### src/rtl/fp_fflag_commit_if.sv
// Commit-request handshake between the in-order commit stage and the fflag buffer.
interface fp_fflag_commit_if #(
    parameter int TAGW = 3,
    parameter int XLEN = 64
);
    logic            cmt_valid;
    logic            cmt_ready;
    logic [TAGW-1:0] cmt_itag;
    logic            cmt_fpop;
    logic            cmt_csren;
    logic [11:0]     cmt_csrindex;
    logic [XLEN-1:0] cmt_csrdata;

    modport master (
        output cmt_valid, cmt_itag, cmt_fpop,
        output cmt_csren, cmt_csrindex, cmt_csrdata,
        input  cmt_ready
    );

    modport slave (
        input  cmt_valid, cmt_itag, cmt_fpop,
        input  cmt_csren, cmt_csrindex, cmt_csrdata,
        output cmt_ready
    );
endinterface

### src/rtl/fp_fflag_commit.sv
// Per-tag FP exception-flag buffer; emits a registered commit beat to the FP CSR block.
// Optional FFLAG_WB_BYPASS_EN lets a same-cycle writeback satisfy a commit on its tag.
module fp_fflag_commit #(
    parameter int DEPTH = 8,
    parameter int TAGW  = $clog2(DEPTH),
    parameter int XLEN  = 64
) (
    input  logic                clk_i,
    input  logic                arst_i,
    input  logic                alloc_valid,
    input  logic [TAGW-1:0]     alloc_itag,
    input  logic                wb_valid,
    input  logic [TAGW-1:0]     wb_itag,
    input  logic [4:0]          wb_fflag,
    fp_fflag_commit_if.slave    cmt,
    input  logic                flush,
    output logic                valid,
    output logic                csren,
    output logic [11:0]         csrindex,
    output logic [XLEN-1:0]     csrdata,
    output logic                fflagen,
    output logic [4:0]          fflag
);
    logic [DEPTH-1:0]      r_done;
    logic [DEPTH-1:0][4:0] r_flag;
    logic [DEPTH-1:0]      w_done_nxt;
    logic [DEPTH-1:0][4:0] w_flag_nxt;
    logic                  w_byp;
    logic                  w_acc;
    logic [4:0]            w_cflag;

`ifdef FFLAG_WB_BYPASS_EN
    assign w_byp = wb_valid && (wb_itag == cmt.cmt_itag);
`else
    assign w_byp = 1'b0;
`endif

    assign cmt.cmt_ready = !cmt.cmt_fpop || r_done[cmt.cmt_itag] || w_byp;
    assign w_acc         = cmt.cmt_valid && cmt.cmt_ready;
    assign w_cflag       = w_byp ? wb_fflag : r_flag[cmt.cmt_itag];

    // Priority low to high: writeback, commit clear, alloc; flush overrides all.
    always_comb begin
        w_done_nxt = r_done;
        w_flag_nxt = r_flag;
        if (flush) begin
            w_done_nxt = '0;
        end else begin
            if (wb_valid) begin
                w_done_nxt[wb_itag] = 1'b1;
                w_flag_nxt[wb_itag] = wb_fflag;
            end
            if (w_acc) begin
                w_done_nxt[cmt.cmt_itag] = 1'b0;
            end
            if (alloc_valid) begin
                w_done_nxt[alloc_itag] = 1'b0;
                w_flag_nxt[alloc_itag] = 5'd0;
            end
        end
    end

    always_ff @(posedge clk_i or posedge arst_i) begin
        if (arst_i) begin
            r_done <= '0;
            r_flag <= '0;
        end else begin
            r_done <= w_done_nxt;
            r_flag <= w_flag_nxt;
        end
    end

    always_ff @(posedge clk_i or posedge arst_i) begin
        if (arst_i) begin
            valid    <= 1'b0;
            csren    <= 1'b0;
            csrindex <= '0;
            csrdata  <= '0;
            fflagen  <= 1'b0;
            fflag    <= '0;
        end else if (w_acc) begin
            valid    <= 1'b1;
            csren    <= cmt.cmt_csren;
            csrindex <= cmt.cmt_csrindex;
            csrdata  <= cmt.cmt_csrdata;
            fflagen  <= cmt.cmt_fpop;
            fflag    <= cmt.cmt_fpop ? w_cflag : 5'd0;
        end else begin
            valid    <= 1'b0;
            csren    <= 1'b0;
            csrindex <= '0;
            csrdata  <= '0;
            fflagen  <= 1'b0;
            fflag    <= '0;
        end
    end
endmodule

### src/flat_wrapper.sv
// flat-port wrapper written by rule: the top's interface ports become plain ports
module fp_fflag_commit_flat 
#(
    parameter int DEPTH = 8,
    parameter int TAGW  = $clog2(DEPTH),
    parameter int XLEN  = 64
)
  (clk_i, arst_i, alloc_valid, alloc_itag, wb_valid, wb_itag, wb_fflag, flush, valid, csren, csrindex, csrdata, fflagen, fflag, cmt_cmt_valid, cmt_cmt_itag, cmt_cmt_fpop, cmt_cmt_csren, cmt_cmt_csrindex, cmt_cmt_csrdata, cmt_cmt_ready);
  fp_fflag_commit_if #(.TAGW(TAGW), .XLEN(XLEN)) cmt_i ();
  input  logic clk_i;
  input  logic arst_i;
  input  logic alloc_valid;
  input  logic [TAGW-1:0] alloc_itag;
  input  logic wb_valid;
  input  logic [TAGW-1:0] wb_itag;
  input  logic [4:0] wb_fflag;
  input  logic flush;
  output logic valid;
  output logic csren;
  output logic [11:0] csrindex;
  output logic [XLEN-1:0] csrdata;
  output logic fflagen;
  output logic [4:0] fflag;
  input wire logic [$bits(cmt_i.cmt_valid)-1:0] cmt_cmt_valid;
  input wire logic [$bits(cmt_i.cmt_itag)-1:0] cmt_cmt_itag;
  input wire logic [$bits(cmt_i.cmt_fpop)-1:0] cmt_cmt_fpop;
  input wire logic [$bits(cmt_i.cmt_csren)-1:0] cmt_cmt_csren;
  input wire logic [$bits(cmt_i.cmt_csrindex)-1:0] cmt_cmt_csrindex;
  input wire logic [$bits(cmt_i.cmt_csrdata)-1:0] cmt_cmt_csrdata;
  output wire logic [$bits(cmt_i.cmt_ready)-1:0] cmt_cmt_ready;
  assign cmt_i.cmt_valid = cmt_cmt_valid;
  assign cmt_i.cmt_itag = cmt_cmt_itag;
  assign cmt_i.cmt_fpop = cmt_cmt_fpop;
  assign cmt_i.cmt_csren = cmt_cmt_csren;
  assign cmt_i.cmt_csrindex = cmt_cmt_csrindex;
  assign cmt_i.cmt_csrdata = cmt_cmt_csrdata;
  assign cmt_cmt_ready = cmt_i.cmt_ready;
  fp_fflag_commit #(.DEPTH(DEPTH), .TAGW(TAGW), .XLEN(XLEN)) u_core (.clk_i(clk_i), .arst_i(arst_i), .alloc_valid(alloc_valid), .alloc_itag(alloc_itag), .wb_valid(wb_valid), .wb_itag(wb_itag), .wb_fflag(wb_fflag), .cmt(cmt_i), .flush(flush), .valid(valid), .csren(csren), .csrindex(csrindex), .csrdata(csrdata), .fflagen(fflagen), .fflag(fflag));
endmodule
### config.mk
export PLATFORM = sky130hd
export DESIGN_NAME = fp_fflag_commit_flat
export DESIGN_NICKNAME = d
export VERILOG_FILES = /design/src/rtl/fp_fflag_commit_if.sv /design/src/rtl/fp_fflag_commit.sv /design/src/flat_wrapper.sv
export SDC_FILE = /design/constraint.sdc
export NUM_CORES = 1
export LEC_CHECK = 0
export CAP_MARGIN = 10
export CORE_MARGIN = 3
export CORE_UTILIZATION = 49
export DETAILED_ROUTE_END_ITERATION = 6
export PLACE_DENSITY = 0.88
export SYNTH_ARGS = -nofsm -noshare
export SYNTH_HDL_FRONTEND = slang
export SYNTH_SLANG_ARGS = --single-unit
### constraint.sdc
create_clock -name clk_i -period 7.9 [get_ports clk_i]
set_clock_uncertainty 0.2 [all_clocks]
set_input_delay 2.37 -clock clk_i [delete_from_list [all_inputs] [get_ports clk_i]]
set_output_delay 2.37 -clock clk_i [all_outputs]
set_load 0.01 [all_outputs]
==> impl_metrics.csv, run 1 <==
group,metric,value,unit
layout,post-route-util,74.1,%
clock_tree,cts_buffers,17,
pwr,combPwrFrac,13.8,%
timing,relSlewSlack,24.5,%
synthesis,synth_warnings,0,
synthesis,synth_top_area_cell,"dfrtp_1",
clock_tree,cts_setup_buffers,0,
critical_path,critical_path_class,"primary input to output port",
global_route,overflow,0,
timing,worstMarginPinSlew,1.13,ns
drt,drtIter0Drc,474,
floorplan,die-height,111,um
synthesis,ys_types,42,
synthesis,synth_top_area_share,60.7,%
synthesis,yosys-top-cells-count,"dfrtp_1, and3_1, nor2_1",
layout,final_nets,716,
drt,vias_per_cell,5.76,
synthesis,async_reset_ff_share,100,%
drt,dr_total_vias,4420,
clock_tree,ctsResizeCount,0,
timing,rsz0062_at_grt,"no",
timing,period_needed,7.12,ns
floorplan,core-area,10600,sq um
clock_tree,tritoncts,"built",
pwr,p_seq_share,44.1,%
critical_path,crit_path_start_kind,"primary input",
synthesis,synthCells,450,
critical_path,required,5.33,ns
pwr,p_int,1.28,mW
drt,drc_errors,0,
clock_tree,clk_pin_slew,0.06,ns
drt,wire_per_inst,21.7,um
pwr,p_leak,3.65,nW
pwr,ir_drop,0.128,mV
floorplan,initial_core_util,51.5,%
synthesis,synth.avg_cell_area,12.1,sq um
floorplan,ios,183,
clock_tree,root_buffer,"clkbuf_8",
global_route,grt_max_degree,83,
clock_tree,cts_hold_buf,0,
global_route,antenna_found_initial,0,
timing,hold_viol,0,
timing,setup_viol_count_final,0,
timing,hold_slack,0.329,ns
placed_design,post_dp_cell_area,7280,sq um
critical_path,cp_num_buf_inv,2,
critical_path,cp_top_family,"buffers and inverters",
floorplan,die_w,111,um
clock_tree,cts.sinks,132,
synthesis,synth-seq-cells,132,
placed_design,dp_hpwl,11.9,mm
critical_path,crit_fanout,12,
critical_path,end_kind,"output port",
drt,totalWireLength,16.7,mm
critical_path,crit_chain,"clkdlybuf4s50_1, mux2i_1, o221ai_1, nand3b_4, clkdlybuf4s50_1",
placed_design,place_ws,0.816,ns
pwr,switching_share,26.0,%
clock_tree,cts_buffer_depth,2,
timing,fmax,141,MHz
global_route,track_usage,27.6,%
timing,layout_setup_ws,0.784,ns
global_route,grt_pass1_wl,26.0,mm
synthesis,ys_dominant_reg_cell,"dfrtp_1",
synthesis,ys_seq_area_share,60.7,%
floorplan,die_area,12400,sq um
min_path,min_path_type,"flop to flop",
critical_path,max_stage_delay,0.86,ns
pwr,power.switching,0.449,mW
floorplan,core.rowCount,37,
synthesis,synth_area,5440,sq um
placed_design,portBuffers,182,
drt,dr.pass1.iters,5,
run,drv_cap,0,
synthesis,synth_edf_count,0,
synthesis,synth_area_leaders,"dfrtp_1, and3_1, mux2i_1",
layout,drive_above_1_share,10.5,%
timing,fin_crit_sh,90.1,%
timing,tns,0,ns
clock_tree,h-tree-depth,4,
layout,n_antenna_cell,0,
clock_tree,insertion_delay,0.53,ns
layout,fin_area,7830,sq um
drt,ant_nets,0,
timing,slew_viol_final,0,
critical_path,critPathSlowestCell,"clkdlybuf4s50_1",
global_route,grt_pass1_vias,4635,
synthesis,synth_nets,548,
pwr,power_density,220,nW/um^2
synthesis,yosys.cell_count.top_type,"dfrtp_1",
critical_path,cpMostUsedCell,"clkdlybuf4s50_1",
critical_path,cp.arrival,4.55,ns
layout,area_growth_syn_to_layout,43.9,%
pwr,clock_power_share,42.1,%
placed_design,place_congestion,0.920,
run_status,status,"finished clean",
layout make-up:
type,count,area (sq um)
clock buffer,18,418
clock inverter,14,129
fill,681,2730
inverter,5,21.3
multi-input combinational,276,1940
sequential,132,3300
tap,136,170
timing repair buffer,186,1850
tightest hold or removal path, stage by stage, from the launching register on:
cell	delay (ns)
dfrtp_1	0.38
nand2_1	0.06
a21oi_1	0.05
registers in the layout, summed over array words and instances (netlist names):
name / flops
u_core.csrdata: 64
u_core.csren: 1
u_core.csrindex: 12
u_core.fflag: 5
u_core.fflagen: 1
u_core.r_done: 8
u_core.r_flag: 40
u_core.valid: 1
through the flow:
step / cells / power, mW
2_1_floorplan: 450 / 0.882
3_3_place_gp: 735 / 0.993
3_5_place_dp: 735 / 1.01
4_1_cts: 767 / 1.73
5_1_grt: 767 / 1.79
6_report: 767 / 1.73
metal layers:
layer	GRT usage, %	share of wire (%)	vias to the layer above
met5	0	0	-
met4	13.8	4.2	0
met3	7.88	8.3	52
met2	46.0	52	245
met1	32.8	36	2203
li1	-	-	1920
kinds of logic (layout without fill, tap and decap cells):
| family | Yosys count | count (layout) | share of synthesized area, % |
|---|---|---|---|
| and+or+nand+nor | 188 | 188 | 19.1 |
| DFF | 132 | 132 | 60.7 |
| AOI/OAI and AO/OA | 51 | 51 | 7.55 |
| buffers and inverters | 42 | 223 | 3.61 |
| muxes | 37 | 37 | 8.95 |
power groups by stage:
stage / combinational (mW) / clock [mW] / sequential [mW]
after floorplan: 0.114 / 0 / 0.769
after global placement: 0.225 / 0 / 0.767
after detailed placement: 0.236 / 0 / 0.770
after CTS: 0.239 / 0.731 / 0.759
after global routing: 0.258 / 0.766 / 0.764
final: 0.239 / 0.726 / 0.761
worst paths after layout:
kind | from | end | slack [ns] | depth (start not counted)
max | cmt_cmt_itag[0] | cmt_cmt_ready | 0.78 | 5
min | u_core.r_flag[0] | u_core.r_flag[0] | 0.33 | 2
max reg2reg | u_core.r_done[5] | u_core.csrindex[11] | 5.82 | 5
min reg2reg | u_core.r_flag[0] | u_core.r_flag[0] | 0.33 | 2
max in group asynchronous | arst_i | u_core.r_flag[18] | 4.02 | 3
min in group asynchronous | arst_i | u_core.csrdata[9] | 2.20 | 2
placed cells by master, fill, tap and decap left out, types with 4 or more instances in the layout:
cell,synthesis,final
mux2i_1,27,27
buf_4,1,4
clkdlybuf4s50_1,0,181
mux4_2,9,9
inv_6,0,4
dfrtp_1,132,132
nand3_1,16,16
clkbuf_16,0,16
o21ai_0,6,6
nand2_1,29,29
nor3_1,4,4
nor2_1,38,38
a21oi_1,24,24
nor2b_1,5,5
a2111oi_2,6,6
a31oi_1,4,4
and3_1,79,79
Power figures use the tool's default switching activity.
==> run 2: changes to the inputs <==
Settings changed: SLEW_MARGIN set to 30.
==> run 2 against run 1 <==
Against the previous run:
- sequential power about the same
- global-route usage up 0.57 points
- hold slack better by 0.0027 ns
- critical path depth unchanged
- die area unchanged
- largest cell class unchanged
==> impl_metrics.csv, run 2 (synthesis gave the netlist of run 1 again) <==
group,metric,value,unit
run_status,status,"finished clean",
clock_tree,ctsResizeCount,0,
drt,dr.pass1.iters,5,
global_route,track_usage,28.1,%
critical_path,cp-startpoint,"cmt_cmt_itag[0]",
pwr,p_seq_share,42.9,%
min_path,hold_path_depth,2,
global_route,antenna_found_initial,0,
critical_path,rr_worst_depth,5,
placed_design,dp_hpwl,11.9,mm
layout,area_growth_syn_to_layout,44.9,%
drt,drc_errors,0,
layout,final_common_cell,"clkdlybuf4s50_1",
pwr,ir_drop,0.154,mV
critical_path,cp.arrival,4.56,ns
timing,fin_crit_sh,90.2,%
timing,relSlewSlack,45.3,%
critical_path,required,5.33,ns
timing,setup_viol_count_final,0,
clock_tree,cts_buffer_depth,2,
drt,totalWireLength,17.0,mm
critical_path,critPathSlowestCell,"clkdlybuf4s50_1",
global_route,grt_max_degree,83,
run,drv_cap,0,
critical_path,crit_path_start_kind,"primary input",
layout,final_cells,767,
layout,reg_top3,"u_core.csrdata x64, u_core.r_flag x40, u_core.csrindex x12",
drt,vias_per_cell,5.80,
drt,ant_nets,0,
timing,tns,0,ns
floorplan,ios,183,
timing,rsz0062_at_grt,"no",
placed_design,place_congestion,0.920,
floorplan,core.rowCount,37,
clock_tree,cts.sinks,132,
critical_path,max_stage_delay,0.86,ns
clock_tree,h-tree-depth,4,
clock_tree,insertion_delay,0.53,ns
global_route,grt_pass1_vias,4672,
timing,hold_viol,0,
critical_path,reg2reg_from,"u_core.r_done[0]",
clock_tree,root_buffer,"clkbuf_8",
clock_tree,cts_setup_buffers,0,
clock_tree,cts_hold_buf,0,
timing,period_needed,7.13,ns
pwr,power_density,225,nW/um^2
min_path,worstHoldStart,"u_core.r_flag[1]",
pwr,combPwrFrac,13.5,%
critical_path,cpMostUsedCell,"clkdlybuf4s50_1",
layout,largest_reg_flops,64,
pwr,switching_share,25.3,%
global_route,grt_pass1_wl,26.5,mm
clock_tree,clk_pin_slew,0.06,ns
critical_path,end_kind,"output port",
min_path,min_path_type,"flop to flop",
pwr,p_leak,3.67,nW
drt,dr_total_vias,4449,
critical_path,crit_fanout,12,
clock_tree,tritoncts,"built",
timing,slew_viol_final,0,
timing,worstMarginPinSlew,0.815,ns
drt,wire_per_inst,22.1,um
global_route,overflow,0,
drt,drtIter0Drc,464,
critical_path,critical_path_class,"primary input to output port",
pwr,power.switching,0.450,mW
critical_path,crit_chain,"clkdlybuf4s50_1, mux2i_1, o221ai_1, nand3b_4, clkdlybuf4s50_1",
pwr,clock_power_share,43.6,%
clock_tree,cts_buffers,17,
floorplan,die_w,111,um
floorplan,initial_core_util,51.5,%
layout,final_nets,716,
timing,fmax,140,MHz
layout,largest_register,"u_core.csrdata",
layout,drive_above_1_share,10.6,%
pwr,p_int,1.33,mW
layout,post-route-util,74.6,%
placed_design,dp_cells,735,
timing,hold_slack,0.331,ns
layout,n_antenna_cell,0,
floorplan,die_area,12400,sq um
layout,final_cell_mix,"clkdlybuf4s50_1, dfrtp_1, and3_1",
floorplan,die-height,111,um
floorplan,core-area,10600,sq um
placed_design,portBuffers,182,
## run 2: stage by stage
stage          worst slack, ns  area, sq um  total power [mW]
2_1_floorplan             1.80         5440             0.882
3_3_place_gp             0.874         7280             0.993
3_5_place_dp             0.816         7290              1.01
4_1_cts                  0.791         7870              1.78
5_1_grt                  0.687         7880              1.84
6_report                 0.772         7880              1.78
## run 2: area by class of cell
| class | instances | area [sq um] |
|---|---|---|
| inverter | 5 | 23.8 |
| clock inverter | 13 | 146 |
| clock buffer | 19 | 442 |
| sequential | 132 | 3300 |
| timing repair buffer | 186 | 1850 |
| multi-input combinational | 276 | 1940 |
| fill | 673 | 2680 |
| tap | 136 | 170 |
## run 2: path summary, 6_finish.rpt
kind / to / slack (ns)
worst max-delay path: cmt_cmt_ready / 0.77
worst min-delay path: u_core.r_flag[1] / 0.33
worst max register to register: u_core.csrdata[35] / 5.77
worst min register to register: u_core.r_flag[1] / 0.33
max in group asynchronous: u_core.r_flag[11] / 4.24
min in group asynchronous: u_core.csrdata[0] / 2.13
## run 2: routing by layer
metal	vias to the layer above	routed length [um]	global-route usage (%)	share of wire, %
met3	43	1200	7.50	7.1
met4	0	556	11.1	3.3
met5	-	0	0	0
li1	1924	-	-	-
met2	242	9050	48.6	53
met1	2240	6150	33.7	36
## run 2: critical path, delay by kind of cell
family	cells	cell delay [ns]
muxes	1	0.21
buffers and inverters	2	1.46
and+or+nand+nor	1	0.21
AOI/OAI and AO/OA	1	0.30
## run 2: power groups by stage
stage | Sequential [mW] | Combinational (mW) | Clock (mW)
2_1_floorplan | 0.769 | 0.114 | 0
5_1_grt | 0.764 | 0.258 | 0.820
3_5_place_dp | 0.771 | 0.236 | 0
4_1_cts | 0.760 | 0.239 | 0.783
6_report | 0.761 | 0.240 | 0.775
3_3_place_gp | 0.767 | 0.225 | 0
==> run 3: changes to the inputs <==
Settings changed: CORE_MARGIN 3 to 8.
==> run 3 against run 2 <==
Against the previous run:
- maximum frequency decreased by 0.18%
- critical endpoint unchanged
- cell area up 0.64%
- power increased by 3.5%
- sequential power barely moved
- clock-buffer cell count unchanged
- critical path type unchanged
- wire length is 1.3% higher
- die area grew 19%
==> impl_metrics.csv, run 3 (synthesis gave the netlist of run 1 again) <==
group,metric,value,unit
clock_tree,insertion_delay,0.52,ns
layout,largest_register,"u_core.csrdata",
floorplan,die_area,14700,sq um
placed_design,place_congestion,0.869,
timing,rsz0062_at_grt,"no",
layout,post-route-util,73.1,%
run_status,status,"finished clean",
layout,largest_reg_flops,64,
global_route,grt_pass1_vias,4677,
critical_path,crit_fanout,12,
drt,vias_per_cell,5.70,
global_route,antenna_found_initial,0,
timing,period_needed,7.14,ns
drt,drc_errors,0,
pwr,p_leak,3.70,nW
clock_tree,cts_setup_buffers,0,
floorplan,core.rowCount,38,
clock_tree,ctsResizeCount,0,
placed_design,dp_hpwl,12.1,mm
floorplan,initial_core_util,50.2,%
timing,setup_viol_count_final,0,
timing,relSlewSlack,44.4,%
timing,layout_setup_ws,0.759,ns
timing,tns,0,ns
timing,worstMarginPinSlew,0.834,ns
timing,fmax,140,MHz
placed_design,place_ws,0.806,ns
critical_path,required,5.33,ns
critical_path,end_kind,"output port",
critical_path,critical_path_class,"primary input to output port",
clock_tree,cts.sinks,132,
drt,wire_per_inst,22.2,um
drt,drtIter0Drc,553,
critical_path,cp.arrival,4.57,ns
pwr,power_density,232,nW/um^2
critical_path,crit_path_start_kind,"primary input",
drt,totalWireLength,17.2,mm
layout,final_common_cell,"clkdlybuf4s50_1",
timing,slew_viol_final,0,
layout,n_fill_cell,651,
global_route,grt_pass1_wl,26.2,mm
floorplan,die_w,121,um
drt,dr_total_vias,4405,
global_route,track_usage,23.4,%
placed_design,portBuffers,182,
clock_tree,root_buffer,"clkbuf_8",
clock_tree,tritoncts,"built",
min_path,min_path_type,"flop to flop",
clock_tree,h-tree-depth,4,
floorplan,die-height,121,um
layout,n_antenna_cell,0,
global_route,overflow,0,
layout,drive_above_1_share,10.7,%
drt,ant_nets,0,
clock_tree,clk_pin_slew,0.06,ns
layout,area_growth_syn_to_layout,45.8,%
clock_tree,cts_buffers,17,
clock_tree,cts_hold_buf,0,
layout,final_nets,718,
timing,hold_viol,0,
global_route,grt_max_degree,97,
run,drv_cap,0,
clock_tree,cts_buffer_depth,2,
floorplan,core-area,10800,sq um
pwr,total_power,1.84,mW
pwr,ir_drop,0.132,mV
timing,fin_crit_sh,90.4,%
layout,final_cell_mix,"clkdlybuf4s50_1, dfrtp_1, and3_1",
layout,reg_top3,"u_core.csrdata x64, u_core.r_flag x40, u_core.csrindex x12",
floorplan,ios,183,
drt,dr.pass1.iters,5,
## run 3: cell types whose count changed in the layout (fill, tap and decap cells not counted), sizes merged
cell      before  now
buf            5    7
bufinv         2    4
clkinv         1    2
clkinvlp       5    2
## run 3: path summary, 6_finish.rpt
check,start,endpoint,slack [ns],cells after the start
max,cmt_cmt_itag[0],cmt_cmt_ready,0.76,5
min,u_core.r_flag[1],u_core.r_flag[1],0.33,2
max reg2reg,u_core.r_done[3],u_core.csrdata[14],5.80,5
min reg2reg,u_core.r_flag[1],u_core.r_flag[1],0.33,2
max in group asynchronous,arst_i,u_core.csrdata[7],4.29,3
min in group asynchronous,arst_i,u_core.csrdata[36],2.19,2
## run 3: final cells by class
| type | count | area, sq um | share of cell area [%] |
|---|---|---|---|
| Multi-Input combinational cell | 276 | 1940 | 24.4 |
| Inverter | 5 | 23.8 | 0.300 |
| Sequential cell | 132 | 3300 | 41.7 |
| Clock inverter | 13 | 195 | 2.46 |
| Clock buffer | 19 | 432 | 5.44 |
| Timing Repair Buffer | 188 | 1860 | 23.5 |
| Tap cell | 140 | 175 | 2.21 |
## run 3: power by group
group | total, mW | switching [mW] | leakage (nW) | internal, mW
sequential | 0.762 | 0.0321 | 1.76 | 0.730
clock | 0.835 | 0.308 | 0.302 | 0.527
combinational | 0.240 | 0.113 | 1.64 | 0.126
total | 1.84 | 0.453 | 3.70 | 1.38
## run 3: worst max-delay path, cell delays in order
cell	delay [ns]
clkdlybuf4s50_1	0.84
mux2i_1	0.22
o221ai_1	0.34
nand3b_4	0.21
clkdlybuf4s50_1	0.59
## run 3: metal layers
metal,GRT usage (%),share of wire (%)
met4,13.0,4.0
met2,38.7,51
met3,7.35,8.7
met1,26.5,36
met5,0,0
## run 3: per-stage QoR
step,instance area [sq um],instances,hold slack (ns)
finish,7930,773,0.325
global route,7930,773,0.331
CTS,7930,773,0.323
detailed placement,7300,741,0.314
global placement,7300,741,0.309
floorplan,5440,450,0.281
